==> src/rtl/lvt_pkg.sv <==
// Shared LVT memory definitions: width helpers and default-sized address/port-id types.
package lvt_pkg;

  localparam int DEF_WIDTH = 32;
  localparam int DEF_DEPTH = 64;
  localparam int DEF_PORTS = 4;

  // Never collapse to a zero-width field for tiny depths or port counts.
  function automatic int addr_bits(input int depth);
    return (depth > 2) ? $clog2(depth) : 1;
  endfunction

  function automatic int id_bits(input int ports);
    return (ports > 2) ? $clog2(ports) : 1;
  endfunction

  localparam int DEF_AW = addr_bits(DEF_DEPTH);
  localparam int DEF_IW = id_bits(DEF_PORTS);

  typedef logic [DEF_AW-1:0] addr_t;
  typedef logic [DEF_IW-1:0] port_id_t;

endpackage

==> src/rtl/lvt_fwd_match.sv <==
// Same-cycle write forwarding for one read port: address compare against every
// write port, highest-index match wins to mirror the LVT collision rule.
module lvt_fwd_match
  import lvt_pkg::*;
#(
  parameter int WIDTH = DEF_WIDTH,
  parameter int AW    = DEF_AW,
  parameter int PORTS = DEF_PORTS
) (
  input  logic [AW-1:0]          rd_addr,
  input  logic [PORTS-1:0]       wr_en,
  input  logic [PORTS*AW-1:0]    wr_addr,
  input  logic [PORTS*WIDTH-1:0] wr_d,
  output logic                   hit,
  output logic [WIDTH-1:0]       d
);

  // Ascending scan: a later (higher) port overrides any earlier match.
  always_comb begin
    hit = 1'b0;
    d   = '0;
    for (int k = 0; k < PORTS; k++) begin
      if (wr_en[k] && (wr_addr[k*AW +: AW] == rd_addr)) begin
        hit = 1'b1;
        d   = wr_d[k*WIDTH +: WIDTH];
      end
    end
  end

endmodule

==> src/rtl/lvt_read_stage.sv <==
// Read-side back end of the LVT multi-port memory: two-stage pipeline that
// forwards same-cycle writes, otherwise picks the bank named by the LVT.
module lvt_read_stage
  import lvt_pkg::*;
#(
  parameter int WIDTH = DEF_WIDTH,
  parameter int DEPTH = DEF_DEPTH,
  parameter int PORTS = DEF_PORTS,
  localparam int AW   = addr_bits(DEPTH),
  localparam int IW   = id_bits(PORTS)
) (
  input  logic                         clk,
  input  logic                         rst,
  input  logic [PORTS-1:0]             rd_en,
  input  logic [PORTS*AW-1:0]          rd_addr,
  input  logic [PORTS-1:0]             wr_en,
  input  logic [PORTS*AW-1:0]          wr_addr,
  input  logic [PORTS*WIDTH-1:0]       wr_d,
  input  logic [PORTS*PORTS*WIDTH-1:0] bank_q,
  input  logic [PORTS*IW-1:0]          lvt_q,
  output logic [PORTS-1:0]             q_valid,
  output logic [PORTS*WIDTH-1:0]       q,
  output logic                         lvt_err
);

  logic [PORTS-1:0] bad_live;
  logic             lvt_err_reg;

  genvar gi;
  generate
    for (gi = 0; gi < PORTS; gi++) begin : g_port
      logic             fwd_hit;
      logic [WIDTH-1:0] fwd_d;
      logic             v1_reg;
      logic             hit1_reg;
      logic [WIDTH-1:0] d1_reg;
      logic             qv_reg;
      logic [WIDTH-1:0] q_reg;
      logic [IW-1:0]    id;
      logic [WIDTH-1:0] bank_sel;
      logic             bad;

      lvt_fwd_match #(
        .WIDTH (WIDTH),
        .AW    (AW),
        .PORTS (PORTS)
      ) u_fwd (
        .rd_addr (rd_addr[gi*AW +: AW]),
        .wr_en   (wr_en),
        .wr_addr (wr_addr),
        .wr_d    (wr_d),
        .hit     (fwd_hit),
        .d       (fwd_d)
      );

      assign id = lvt_q[gi*IW +: IW];

      always_comb begin
        bank_sel = '0;
        for (int k = 0; k < PORTS; k++) begin
          if (id == IW'(k)) bank_sel = bank_q[(gi*PORTS + k)*WIDTH +: WIDTH];
        end
      end

      // Out-of-range ids only exist when PORTS is not a power of two.
      if (PORTS < (1 << IW)) begin : g_bad
        assign bad = (id > IW'(PORTS - 1));
      end else begin : g_nobad
        assign bad = 1'b0;
      end

      assign bad_live[gi] = v1_reg && bad;

      always_ff @(posedge clk) begin
        if (rst) begin
          v1_reg   <= 1'b0;
          hit1_reg <= 1'b0;
          d1_reg   <= '0;
          qv_reg   <= 1'b0;
          q_reg    <= '0;
        end else begin
          v1_reg   <= rd_en[gi];
          hit1_reg <= fwd_hit;
          d1_reg   <= fwd_d;
          qv_reg   <= v1_reg;
          if (v1_reg) q_reg <= bad ? '0 : (hit1_reg ? d1_reg : bank_sel);
        end
      end

      assign q_valid[gi]            = qv_reg;
      assign q[gi*WIDTH +: WIDTH]   = q_reg;
    end
  endgenerate

  always_ff @(posedge clk) begin
    if (rst)            lvt_err_reg <= 1'b0;
    else if (|bad_live) lvt_err_reg <= 1'b1;
  end

  assign lvt_err = lvt_err_reg;

endmodule

==> config.mk <==
export PLATFORM = sky130hd
export DESIGN_NAME = lvt_read_stage
export DESIGN_NICKNAME = d
export VERILOG_FILES = /design/src/rtl/lvt_pkg.sv /design/src/rtl/lvt_fwd_match.sv /design/src/rtl/lvt_read_stage.sv
export SDC_FILE = /design/constraint.sdc
export NUM_CORES = 1
export LEC_CHECK = 0
export CAP_MARGIN = 10
export CORE_AREA = 3 3 328 330
export DETAILED_ROUTE_END_ITERATION = 6
export DIE_AREA = 0 0 331 333
export PLACE_DENSITY_LB_ADDON = 0.12
export SYNTH_ARGS = -nofsm -noshare
export SYNTH_HDL_FRONTEND = slang
export SYNTH_SLANG_ARGS = --single-unit
export TNS_END_PERCENT = 5
==> constraint.sdc <==
create_clock -name clk -period 4.2 [get_ports clk]
set_clock_uncertainty 0.05 [all_clocks]
set_input_delay 0.63 -clock clk [delete_from_list [all_inputs] [get_ports clk]]
set_output_delay 0.63 -clock clk [all_outputs]
set_load 0.005 [all_outputs]
Word level (Yosys, flattened, before mapping)
Index checks and enable logic that the tools add are counted.
W data, S select, Z words.
{ "totals": {"register_bits": 268, "word_cells": 120, "out_inout_bits": 133} }
{ "classes": {"mux": 52, "reduce_logical": 20, "n_eq_ne": 28} }
{ "op_table": {"columns": ["cell", "count"], "rows": [
  ["$mux W32", 36],
  ["$eq A6 B6 Y1", 16],
  ["$eq A2 B2 Y1 const B", 8],
  ["$logic_and A1 B1 Y1", 16],
  ["$mux W1", 16],
  ["$eq A2 B1 Y1 const B", 4],
  ["$logic_not A2 Y1", 4]
]} }

Longest topological paths before layout
Gate-level depths: netlist of run 1.
{ "depth": {"ltp_word": 6, "mapped_depth": 8} }

Modules after synthesis
From an unflattened synthesis of run 1, not the netlist that was laid out.
{ "hier_totals": {"hier_cells": 1956, "hier_area_um2": 18546.5} }
{ "modules_own_cells": {"columns": ["module", "n_inst", "cells_per_inst", "area_per_inst_um2", "seq_area_each_um2"], "rows": [
  ["lvt_read_stage", 1, 1188, 12996.2, 5365.1],
  ["lvt_fwd_match", 4, 192, 1387.6, 0.0]
]} }

Worst setup path after synthesis of run 1
No wires, ideal clock.
{ "synth_path": {"path_type": "input to register", "start": "in wr_addr[18]", "end": "reg g_port[3].d1_reg[10]", "t_arrival_ps": 2209, "path_stages": 8, "setup_slack_ps": 1792, "n_path_buf": 3, "t_required_ps": 4001, "path_cell_list": "clkbuf_1 -> xnor2_1 -> nand2_1 -> or4_1 -> nand2_1 -> buf_2 -> buf_4 -> o32ai_2"} }
{ "synth_between": {"elab_chain_len": 3} }
{ "synth_lines": {"columns": ["element", "line_no", "text"], "rows": [
  ["start: declaration", "lvt_read_stage.sv:17", "input logic [PORTS*AW-1:0] wr_addr,"],
  ["$eq A6 B6 Y1", "lvt_fwd_match.sv:23", "if (wr_en[k] && (wr_addr[k*AW +: AW] == rd_addr)) begin"],
  ["$logic_and A1 B1 Y1", "lvt_fwd_match.sv:23", null],
  ["$mux W32", "lvt_fwd_match.sv:23", null],
  ["end signal: assignment", "lvt_read_stage.sv:84", "d1_reg <= fwd_d;"],
  ["end: declaration", "lvt_read_stage.sv:36", "logic [WIDTH-1:0] d1_reg;"]
]} }
Every way passes these cells.
A chain may end at the register's enable or synchronous reset.

Final worst setup path of run 1
{ "layout_path": {"start": "in wr_addr[12]", "end": "reg g_port[1].d1_reg[23]"} }
{ "layout_between": {"elab_chain_len": 4} }
{ "layout_lines": {"columns": ["element", "line_no"], "rows": [
  ["$eq A6 B6 Y1", "lvt_fwd_match.sv:23"],
  ["$logic_and A1 B1 Y1", "lvt_fwd_match.sv:23"],
  ["$mux W32 (2 in a row)", "lvt_fwd_match.sv:23"],
  ["end signal: assignment", "lvt_read_stage.sv:84"],
  ["end: declaration", "lvt_read_stage.sv:36"]
]} }
Every way passes these cells.

==> impl_results.md, run 1 <==
* Outcome: finished, final reports clean
* Detail Placement HPWL at 94.9 mm
* Post-synth top area share at 0.310
* Rows at roughly 120
* Post-CTS setup buffer count at 0
* Core area at 105000 um^2
* Sequential fraction of the synthesis area at 0.310
* Placer congestion estimate at around 0.88
* Final Max Slew Viols at 0
* GRT overflow at 0
* Power Total at 8.49 mW
* Combinational group share of total power at 0.241
* Vias in the first global route at between 15000 and 20000
* Clock network power share at 0.434
* Syn_nets at 2473
* Async set or reset register ratio after synthesis at 0
* Crit path launch type: input pin
* IO buf count at between 800 and 900
* Worst vdd ir at approximately 0.24 mV
* Share of power burned in registers at 0.325
* Power Density at around 300 nW/um^2
* Initial Util at 0.164
* Final Non-Filler Cells at between 3000 and 4000
* Setup violations, final at 0
* Synth Area per Inst at just under 10 um^2
* Post-synthesis cell area at about 17000 um^2
* First-pass GRT wire length at ~160 mm
* Largest net degree at the start of global routing at 66
* Period utilization at 0.754
* Clock-pin slew on the worst setup and hold paths at around 0.06 ns
* Detailed-route DRC error count at 0
* Worst-path maximum fanout at 23
* First DRT Iteration DRCs at between 1500 and 2000
* Clock Path Buffers at 3
* RSZ-0062 raised after global routing: false
* Area leader, netlist: dfxtp_1
* Cells after Synth at roughly 1800
* ANT nets after route at 0
* Seq cells post-synth at between 200 and 300
* Sw Share at 0.283
* Layout cells sized above 1 at 0.126
* Fin Hold WS at 0.316 ns
* Die area at roughly 110000 um^2
* Layout Nets at ~3200
* Max-slew headroom at 0.209
* Placed insts at 3856
* Setup TNS at 0 ns
* Crit end category: flop
* WP data required at ~4.6 ns
* Filler cells at about 11000
* Worst R2R Setup Slack at around 2.5 ns
* Initial antenna violation count at 53
* DRT Pass-1 Iters at 6
* Num CTS Buffers at 39
* Slew @ Worst Pin at ~1.2 ns
* CTS Root Cell: clkbuf_16
* Number of enable flip-flop cells after synthesis at 0
* WL final at approximately 120 mm
* DR vias at approximately 19000
* Synth warn at 0
* CTS Hold Buffers Added at 0
* TritonCTS clock tree: yes
* Pleak at a little over 9 nW
* Synth area leaders: dfxtp_1, mux4_2, mux2i_1
* Maximum clock frequency at approximately 320 MHz
* WL/cell at about 30 um
* TritonCTS Sinks at approximately 270
* Main synth FF type: dfxtp_1
* Clock H-tree levels at 2
* Crit path time final at 3.17 ns
* Max Cap Viol at 0
* P_int at around 6.1 mW
* Routed vias/inst at approximately 4.7
* Gr usage total at 0.207
* Final hold violation count at 0
* DIE HEIGHT at between 300 and 400 um
* Count leader, synth: dfxtp_1
* Unique masters post-synth at 53
* Critical Path AT at 3.55 ns
* PostCTS Resize Cnt at 0
* Worst min path class: in2reg
* Die Span X at 331 um
* Ports at around 840
* NetSw at 2.40 mW
* Worst setup path class: in2reg
* Clk_lat worst skew at 0.59 ns
* Synthesis-to-finish area growth at 65.2%
* Synth top cells by count: dfxtp_1, nor2_1, clkbuf_1
[cells in the final DEF, fill, tap and decap left out, drive strengths merged, types with 6 or more instances in the layout]
| cell | instances |
|---|---|
| a221oi | 81 |
| dfxtp | 268 |
| o221ai | 28 |
| a222oi | 10 |
| bufinv | 6 |
| nor3 | 14 |
| nor4 | 6 |
| a32o | 30 |
| nand2 | 123 |
| nand3 | 11 |
| inv | 14 |
| xnor2 | 55 |
| o32ai | 95 |
| diode | 21 |
| mux2i | 128 |
| nand2b | 29 |
| nor2b | 24 |
| and3 | 6 |
| xor2 | 41 |
| nor2 | 245 |
| clkbuf | 59 |
| a211oi | 128 |
| buf | 72 |
| mux4 | 128 |
| and2 | 60 |
| clkdlybuf4s50 | 827 |
[power groups by stage]
stage | Combinational (mW) | Sequential, mW | Clock [mW]
5_1_grt | 2.18 | 2.78 | 3.90
6_report | 2.05 | 2.76 | 3.68
3_5_place_dp | 2.05 | 2.83 | 0
3_3_place_gp | 2.04 | 2.83 | 0
4_1_cts | 2.06 | 2.77 | 3.82
2_1_floorplan | 0.830 | 2.77 | 0
[cells by family after synthesis]
group                     after synthesis  synth area share
DFF                                   268             0.310
buffers and inverters                 213            0.0510
AOI/OAI and AO/OA                     402             0.209
muxes                                 256             0.241
xor gates and xnor gates               96            0.0486
other                                   1          0.000217
and+or+nand+nor                       531             0.140
[stage by stage]
| step | setup WS (ns) | instance area (um^2) | util |
|---|---|---|---|
| after floorplan | 1.79 | 17300 | - |
| after global placement | 0.498 | 27100 | 0.258 |
| after detailed placement | 0.498 | 27100 | 0.258 |
| after CTS | 1.15 | 28500 | 0.271 |
| after global routing | 1.01 | 28500 | 0.271 |
| final | 1.03 | 28600 | 0.272 |
[layer usage]
layer | up-vias | track usage | part of all wire
li1 | 8338 | - | -
met1 | 9239 | 0.246 | 0.39
met2 | 947 | 0.360 | 0.49
met3 | 171 | 0.0637 | 0.090
met4 | 40 | 0.0497 | 0.024
met5 | - | 0 | 0.0023
[worst max-delay path, cell delays in order]
cell             delay, ns
clkdlybuf4s50_1       0.55
xnor2_1               0.38
nand3_1               0.27
nor4_4                0.41
buf_4                 0.29
buf_4                 0.39
a221oi_1              0.10
o32ai_1               0.51
[final cells by class]
class	count	area [um^2]	share of cell area
multi-input combinational	1286	11100	0.388
inverter	13	48.8	0.00171
tap	1391	1740	0.0609
timing repair buffer	899	8870	0.311
sequential	268	5380	0.188
clock buffer	59	1140	0.0400
clock inverter	13	243	0.00850
antenna	21	52.6	0.00184
[path summary, 6_finish.rpt]
kind	start	endpoint	depth (start not counted)
worst max-delay path	wr_addr[12]	g_port[1].d1_reg[23]$_SDFF_PP0_	8
worst min-delay path	rst	g_port[0].v1_reg$_SDFF_PP0_	2
worst max register to register	g_port[0].hit1_reg$_SDFF_PP0_	g_port[0].q_reg[31]$_SDFFE_PP0P_	2
worst min register to register	g_port[0].q_reg[24]$_SDFFE_PP0P_	g_port[0].q_reg[24]$_SDFFE_PP0P_	2
Note: power is estimated with default switching activity, not from simulation.
==> run 2, diff against run 1 <==
- CORE_AREA: 3 3 328 330 -> 3 3 330 332
- DIE_AREA: 0 0 331 333 -> 0 0 333 335
- clock period: 4.2 -> 3.1 ns (I/O delays scaled with it)
==> impl_results.md, run 2 (synthesis results as in run 1) <==
* GRT overflow at 0 (unchanged)
* WP data required at 3.47 ns (-1.11 ns)
* Hold path start: rst
* IO buf count at 837 (unchanged)
* ANT nets after route at 0 (unchanged)
* Cell area after layout at 29200 um^2 (+2.2%)
* Reg-to-Reg End: g_port[2].q_reg[15]$_SDFFE_PP0P_
* Ports at 839 (unchanged)
* Synthesis-to-finish area growth at 68.8%
* Worst-path maximum fanout at 22 (-4.3%)
* Crit end category: flop
* Die area at 112000 um^2 (+1.2%)
* FF-to-FF Start: g_port[2].hit1_reg$_SDFF_PP0_
* Commonest non-fill, non-tap cells in the layout: clkdlybuf4s50_1, dfxtp_1, nor2_1
* Layout Nets at 3252 (+1.2%)
* Power Total at 11.5 mW (+36%)
* End of the worst hold path: g_port[3].q_reg[15]$_SDFFE_PP0P_
* Clock Path Buffers at 3 (unchanged)
* Crit-path slowest cell: clkdlybuf4s50_1
* CTS Hold Buffers Added at 0 (unchanged)
* DR vias at 19000 (+1.2%)
* TritonCTS Sinks at 268 (unchanged)
* CTS Root Cell: clkbuf_16
* Max Cap Viol at 0 (unchanged)
* Rows at 120 (+0.84%)
* Core area at 107000 um^2 (+1.4%)
* Worst R2R Setup Slack at 1.43 ns (-1.03 ns)
* Num CTS Buffers at 40 (+2.6%)
* Hold depth at 2 (unchanged)
* Detailed-route DRC error count at 18 (+18)
* Slew @ Worst Pin at 1.14 ns (-0.0470 ns)
* Fin Hold WS at 0.265 ns (-0.0504 ns)
* PostCTS Resize Cnt at 0 (unchanged)
* Clock H-tree levels at 2 (unchanged)
* Worst path top cell family by delay: compound AO/OA/AOI/OAI gates
* Worst setup path class: in2reg
* Initial Util at 0.162 (-0.00229)
* CP bufs+invs at 2 (-1)
* Period utilization at 0.813
* Outcome: finished, violations left
* Layout cells sized above 1 at 0.141 (+0.0148)
* R2R cell count at 2 (unchanged)
* Max-slew headroom at 0.240 (+0.0313)
* DP Area at 27700 um^2 (+2.3%)
* Worst min path class: in2reg
* Gr usage total at 0.206 (-0.000653)
* Failing checks: DRC
* Pleak at 9.52 nW (+3.4%)
* Clock-pin slew on the worst setup and hold paths at 0.06 ns (about the same)
* DRT Pass-1 Iters at 7 (+1)
* Post-CTS setup buffer count at 0 (unchanged)
* Final hold violation count at 0 (unchanged)
* Setup violations, final at 0 (unchanged)
* Detail Placement HPWL at 95.3 mm (+0.35%)
* First-pass GRT wire length at 162 mm (+1.3%)
* WL final at 120 mm (+1.1%)
* Most common cell after layout, fill and taps aside: clkdlybuf4s50_1
* First DRT Iteration DRCs at 1537 (-1.3%)
* Initial antenna violation count at 56 (+5.7%)
* Vias in the first global route at 19700 (+1.7%)
* TritonCTS clock tree: yes
* Critical Path AT at 2.90 ns (-0.65 ns)
* Worst vdd ir at 0.315 mV (+29%)
* DIE HEIGHT at 335 um (+0.60%)
* Crit path time final at approximately 2.5 ns
* Crit path launch type: input pin
* Filler cells at 11300 (+1.6%)
* Clk_lat worst skew at 0.58 ns (about the same)
* Maximum clock frequency at between 300 and 400 MHz
* Max stage delay on crit path at 0.56 ns (about the same)
* Cell Chain, Critical Path: clkdlybuf4s50_1 > xor2_1 > nor3_1 > o211ai_1 > buf_12 > o221a_2 > o32ai_1
* WL/cell at 30.1 um (about the same)
* Routed vias/inst at 4.74 (about the same)
* Largest net degree at the start of global routing at 80 (+21%)
* Die Span X at 333 um (+0.60%)
* Final Max Slew Viols at 0 (unchanged)
* Placer congestion estimate at 0.856 (-2.4%)
* RSZ-0062 raised after global routing: false
* Power Density at 395 nW/um^2 (+33%)
-- run 2: worst max-delay path by stage --
stage / from / end / slack (ns) / cells after the start
4_1_cts: rd_addr[2] / g_port[0].d1_reg[23]$_SDFF_PP0_ / 0.56 / 7
2_1_floorplan: wr_addr[18] / g_port[3].d1_reg[10]$_SDFF_PP0_ / 0.86 / 8
3_3_place_gp: rd_addr[4] / g_port[0].d1_reg[23]$_SDFF_PP0_ / -0.08 / 7
6_report: wr_addr[2] / g_port[0].d1_reg[23]$_SDFF_PP0_ / 0.58 / 7
3_5_place_dp: rd_addr[2] / g_port[0].d1_reg[23]$_SDFF_PP0_ / -0.07 / 7
5_1_grt: rd_addr[2] / g_port[0].d1_reg[23]$_SDFF_PP0_ / 0.48 / 7
-- run 2: through the flow --
step	worst slack (ns)	utilization	TNS, ns	cells
after floorplan	0.857	-	0	1767
after global placement	-0.0827	0.260	-0.0827	3906
after detailed placement	-0.0724	0.260	-0.0724	3906
after CTS	0.557	0.273	0	3978
after global routing	0.478	0.273	0	3982
final	0.580	0.274	0	3998
-- run 2: area by class of cell --
class / instances / area [um^2] / share of cell area
diodes: 19 / 47.5 / 0.00163
repair buffers: 937 / 9480 / 0.325
clock buffers: 58 / 1200 / 0.0412
multi-input cells: 1286 / 11100 / 0.380
inverters: 13 / 48.8 / 0.00167
flip-flops and latches: 268 / 5380 / 0.184
clock inverters: 14 / 190 / 0.00652
well taps: 1403 / 1760 / 0.0601
-- run 2: power by group --
group | internal [mW] | switching, mW | total, mW
Clock | 3.02 | 1.92 | 4.94
Combinational | 1.65 | 1.18 | 2.83
Sequential | 3.60 | 0.147 | 3.75
Total | 8.26 | 3.25 | 11.5
-- run 2: worst reg2reg max path, delay by kind of cell (launching register included) --
kind | cells | cell delay, ns
compound gates | 1 | 0.10
flops | 1 | 1.00
mux | 1 | 0.35
-- run 2: layer usage --
layer | global-route usage | vias to the layer above | wire (um)
met1 | 0.247 | 9418 | 47500
met3 | 0.0567 | 161 | 9690
li1 | - | 8419 | -
met4 | 0.0427 | 44 | 2470
met2 | 0.366 | 916 | 60300
met5 | 0 | - | 287
==> run 3, diff against run 2 <==
- clock period: 3.1 -> 2.6 ns (I/O delays scaled with it)
==> impl_results.md, run 3 (synthesis results as in run 1) <==
* Outcome: finished, violations left
* Failing checks: DRC
* Placer congestion estimate at 0.884 (+3.3%)
* TritonCTS clock tree: yes
* CTS Hold Buffers Added at 0 (unchanged)
* Sw Share at 0.281 (-0.00148)
* Most common cell after layout, fill and taps aside: clkdlybuf4s50_1
* Worst vdd ir at 0.365 mV (+16%)
* First DRT Iteration DRCs at 1574 (+2.4%)
* TritonCTS Sinks at 268 (unchanged)
* Worst-path maximum fanout at 11 (-50%)
* Initial Util at 0.162 (unchanged)
* NetSw at 3.89 mW (+19%)
* Final hold violation count at 0 (unchanged)
* First-pass GRT wire length at 163 mm (+0.18%)
* DR vias at 19100 (+0.65%)
* Share of power burned in registers at 0.322 (-0.003)
* Placed insts at 4023 (+3.0%)
* Period utilization at 0.938
* Clock Path Buffers at 3 (unchanged)
* WP data required at 2.97 ns (-0.50 ns)
* Max-slew headroom at 0.356 (+0.116)
* Worst min path class: in2reg
* Reg-to-Reg End: g_port[2].q_reg[7]$_SDFFE_PP0P_
* Max stage delay on crit path at 0.62 ns (+0.06 ns)
* Synthesis-to-finish area growth at 74.9%
* Critical Path AT at 2.81 ns (-0.09 ns)
* Routed vias/inst at 4.64 (-2.1%)
* DRT Pass-1 Iters at 7 (unchanged)
* Clock-pin slew on the worst setup and hold paths at 0.06 ns (about the same)
* Worst R2R Setup Slack at 0.94 ns (-0.49 ns)
* End of the worst hold path: g_port[2].hit1_reg$_SDFF_PP0_
* Crit path launch type: input pin
* WL/cell at 29.2 um (-2.8%)
* Crit end category: flop
* Final Non-Filler Cells at 4111 (+2.8%)
* Crit path top cell by count: buf_4
* Final Max Slew Viols at 0 (unchanged)
* Die area at 112000 um^2 (unchanged)
* DIE HEIGHT at 335 um (unchanged)
* Worst setup path class: in2reg
* P_int at 9.94 mW (+20%)
* WL final at 120 mm (about the same)
* GRT overflow at 0 (unchanged)
* Die Span X at 333 um (unchanged)
* Ports at 839 (unchanged)
* Vias in the first global route at 20000 (+1.9%)
* Core area at 107000 um^2 (unchanged)
* Gr usage total at 0.206 (-0.000315)
* Clock H-tree levels at 2 (unchanged)
* IO buf count at 837 (unchanged)
* Initial antenna violation count at 44 (-21%)
* Max Cap Viol at 0 (unchanged)
* Fin Hold WS at 0.158 ns (-0.107 ns)
* Clk_lat worst skew at 0.58 ns (about the same)
* R2R cell count at 3 (+1)
* FF-to-FF Start: g_port[2].hit1_reg$_SDFF_PP0_
* Post-layout util at 0.284 (+0.00991)
* Crit path time final at 2.44 ns
* Combinational group share of total power at 0.258 (+0.012)
* Crit-path slowest cell: clkdlybuf4s50_1
* CTS Root Cell: clkbuf_16
* Pleak at 10.1 nW (+6.6%)
* Maximum clock frequency at a little over 400 MHz
* Filler cells at 11200 (-0.91%)
* Hold path start: rst
* Setup violations, final at 0 (unchanged)
* ANT nets after route at 0 (unchanged)
* Layout cells sized above 1 at 0.179 (+0.0379)
* Layout Nets at 3367 (+3.5%)
* Hold depth at 2 (unchanged)
* Power Density at 457 nW/um^2 (+16%)
* RSZ-0062 raised after global routing: false
* Cell Chain, Critical Path: clkdlybuf4s50_1 > buf_4 > xor2_1 > nor3_1 > buf_4 > o211ai_1 > buf_4 > o221a_2 > o32ai_1
* Num CTS Buffers at 39 (-2.5%)
* Commonest non-fill, non-tap cells in the layout: clkdlybuf4s50_1, dfxtp_1, nor2_1
* Detail Placement HPWL at 97.6 mm (+2.5%)
* Largest net degree at the start of global routing at 70 (-13%)
* Clock network power share at 0.420 (-0.009)
* Detailed-route DRC error count at 5 (-13)
* Rows at 120 (unchanged)
* Slew @ Worst Pin at 0.962 ns (-0.177 ns)
## run 3: cell types whose count changed in the layout (fill, tap and decap cells not counted), moves of 2 or more
| cell | before | now |
|---|---|---|
| clkbuf_1 | 7 | 4 |
| buf_12 | 31 | 47 |
| clkbuf_16 | 42 | 40 |
| clkbuf_8 | 9 | 12 |
| buf_4 | 69 | 169 |
## run 3: per-layer routing
| metal | track usage | vias to the layer above | wire length, um |
|---|---|---|---|
| li1 | - | 8635 | - |
| met1 | 0.251 | 9365 | 48300 |
| met2 | 0.363 | 886 | 59700 |
| met3 | 0.0488 | 159 | 8970 |
| met4 | 0.0505 | 36 | 2960 |
| met5 | 0 | - | 233 |
## run 3: through the flow
| stage | cell area, um^2 | worst slack, ns | total power, mW | setup TNS [ns] |
|---|---|---|---|---|
| 5_1_grt | 30200 | 0.0916 | 14.4 | 0 |
| 4_1_cts | 30200 | 0.0802 | 14.1 | 0 |
| 2_1_floorplan | 17300 | 0.432 | 5.81 | 0 |
| 3_5_place_dp | 28800 | -0.510 | 8.14 | -31.26 |
| 6_report | 30200 | 0.162 | 13.8 | 0 |
| 3_3_place_gp | 28800 | -0.582 | 8.12 | -32.89 |
## run 3: final cells by class
| class | instances | area, um^2 | share of cell area |
|---|---|---|---|
| tap | 1403 | 1760 | 0.0580 |
| multi-input combinational | 1286 | 11100 | 0.367 |
| clock buffer | 56 | 1180 | 0.0391 |
| sequential | 268 | 5380 | 0.178 |
| clock inverter | 14 | 193 | 0.00637 |
| inverter | 13 | 48.8 | 0.00161 |
| timing repair buffer | 1053 | 10500 | 0.349 |
| antenna | 18 | 45.0 | 0.00149 |
## run 3: worst max-delay path by stage
| stage | startpoint | to | slack, ns | depth (start not counted) |
|---|---|---|---|---|
| 2_1_floorplan | wr_addr[18] | g_port[3].d1_reg[10]$_SDFF_PP0_ | 0.43 | 8 |
| 3_3_place_gp | rd_addr[1] | g_port[0].d1_reg[21]$_SDFF_PP0_ | -0.58 | 10 |
| 3_5_place_dp | rd_addr[1] | g_port[0].d1_reg[23]$_SDFF_PP0_ | -0.51 | 10 |
| 4_1_cts | rd_addr[1] | g_port[0].d1_reg[23]$_SDFF_PP0_ | 0.08 | 10 |
| 5_1_grt | rd_addr[1] | g_port[0].d1_reg[0]$_SDFF_PP0_ | 0.09 | 10 |
| 6_report | rd_addr[2] | g_port[0].d1_reg[30]$_SDFF_PP0_ | 0.16 | 9 |
## run 3: power groups by stage
stage | sequential (mW) | combinational (mW) | clock [mW]
after detailed placement | 4.54 | 3.60 | 0
after floorplan | 4.47 | 1.34 | 0
final | 4.45 | 3.57 | 5.81
after global placement | 4.54 | 3.58 | 0
after CTS | 4.45 | 3.62 | 6.01
after global routing | 4.47 | 3.80 | 6.13
## run 3: what timing repair did
item	in CTS	in global routing
setup endpoints to repair	0	4
setup buffers	0	0
resized for setup	0	1
## run 3: critical path: cells and delay by family
family	cells	cell delay [ns]
buf+inv	4	1.27
compound gates	3	0.83
simple gates	1	0.18
xor+xnor	1	0.13
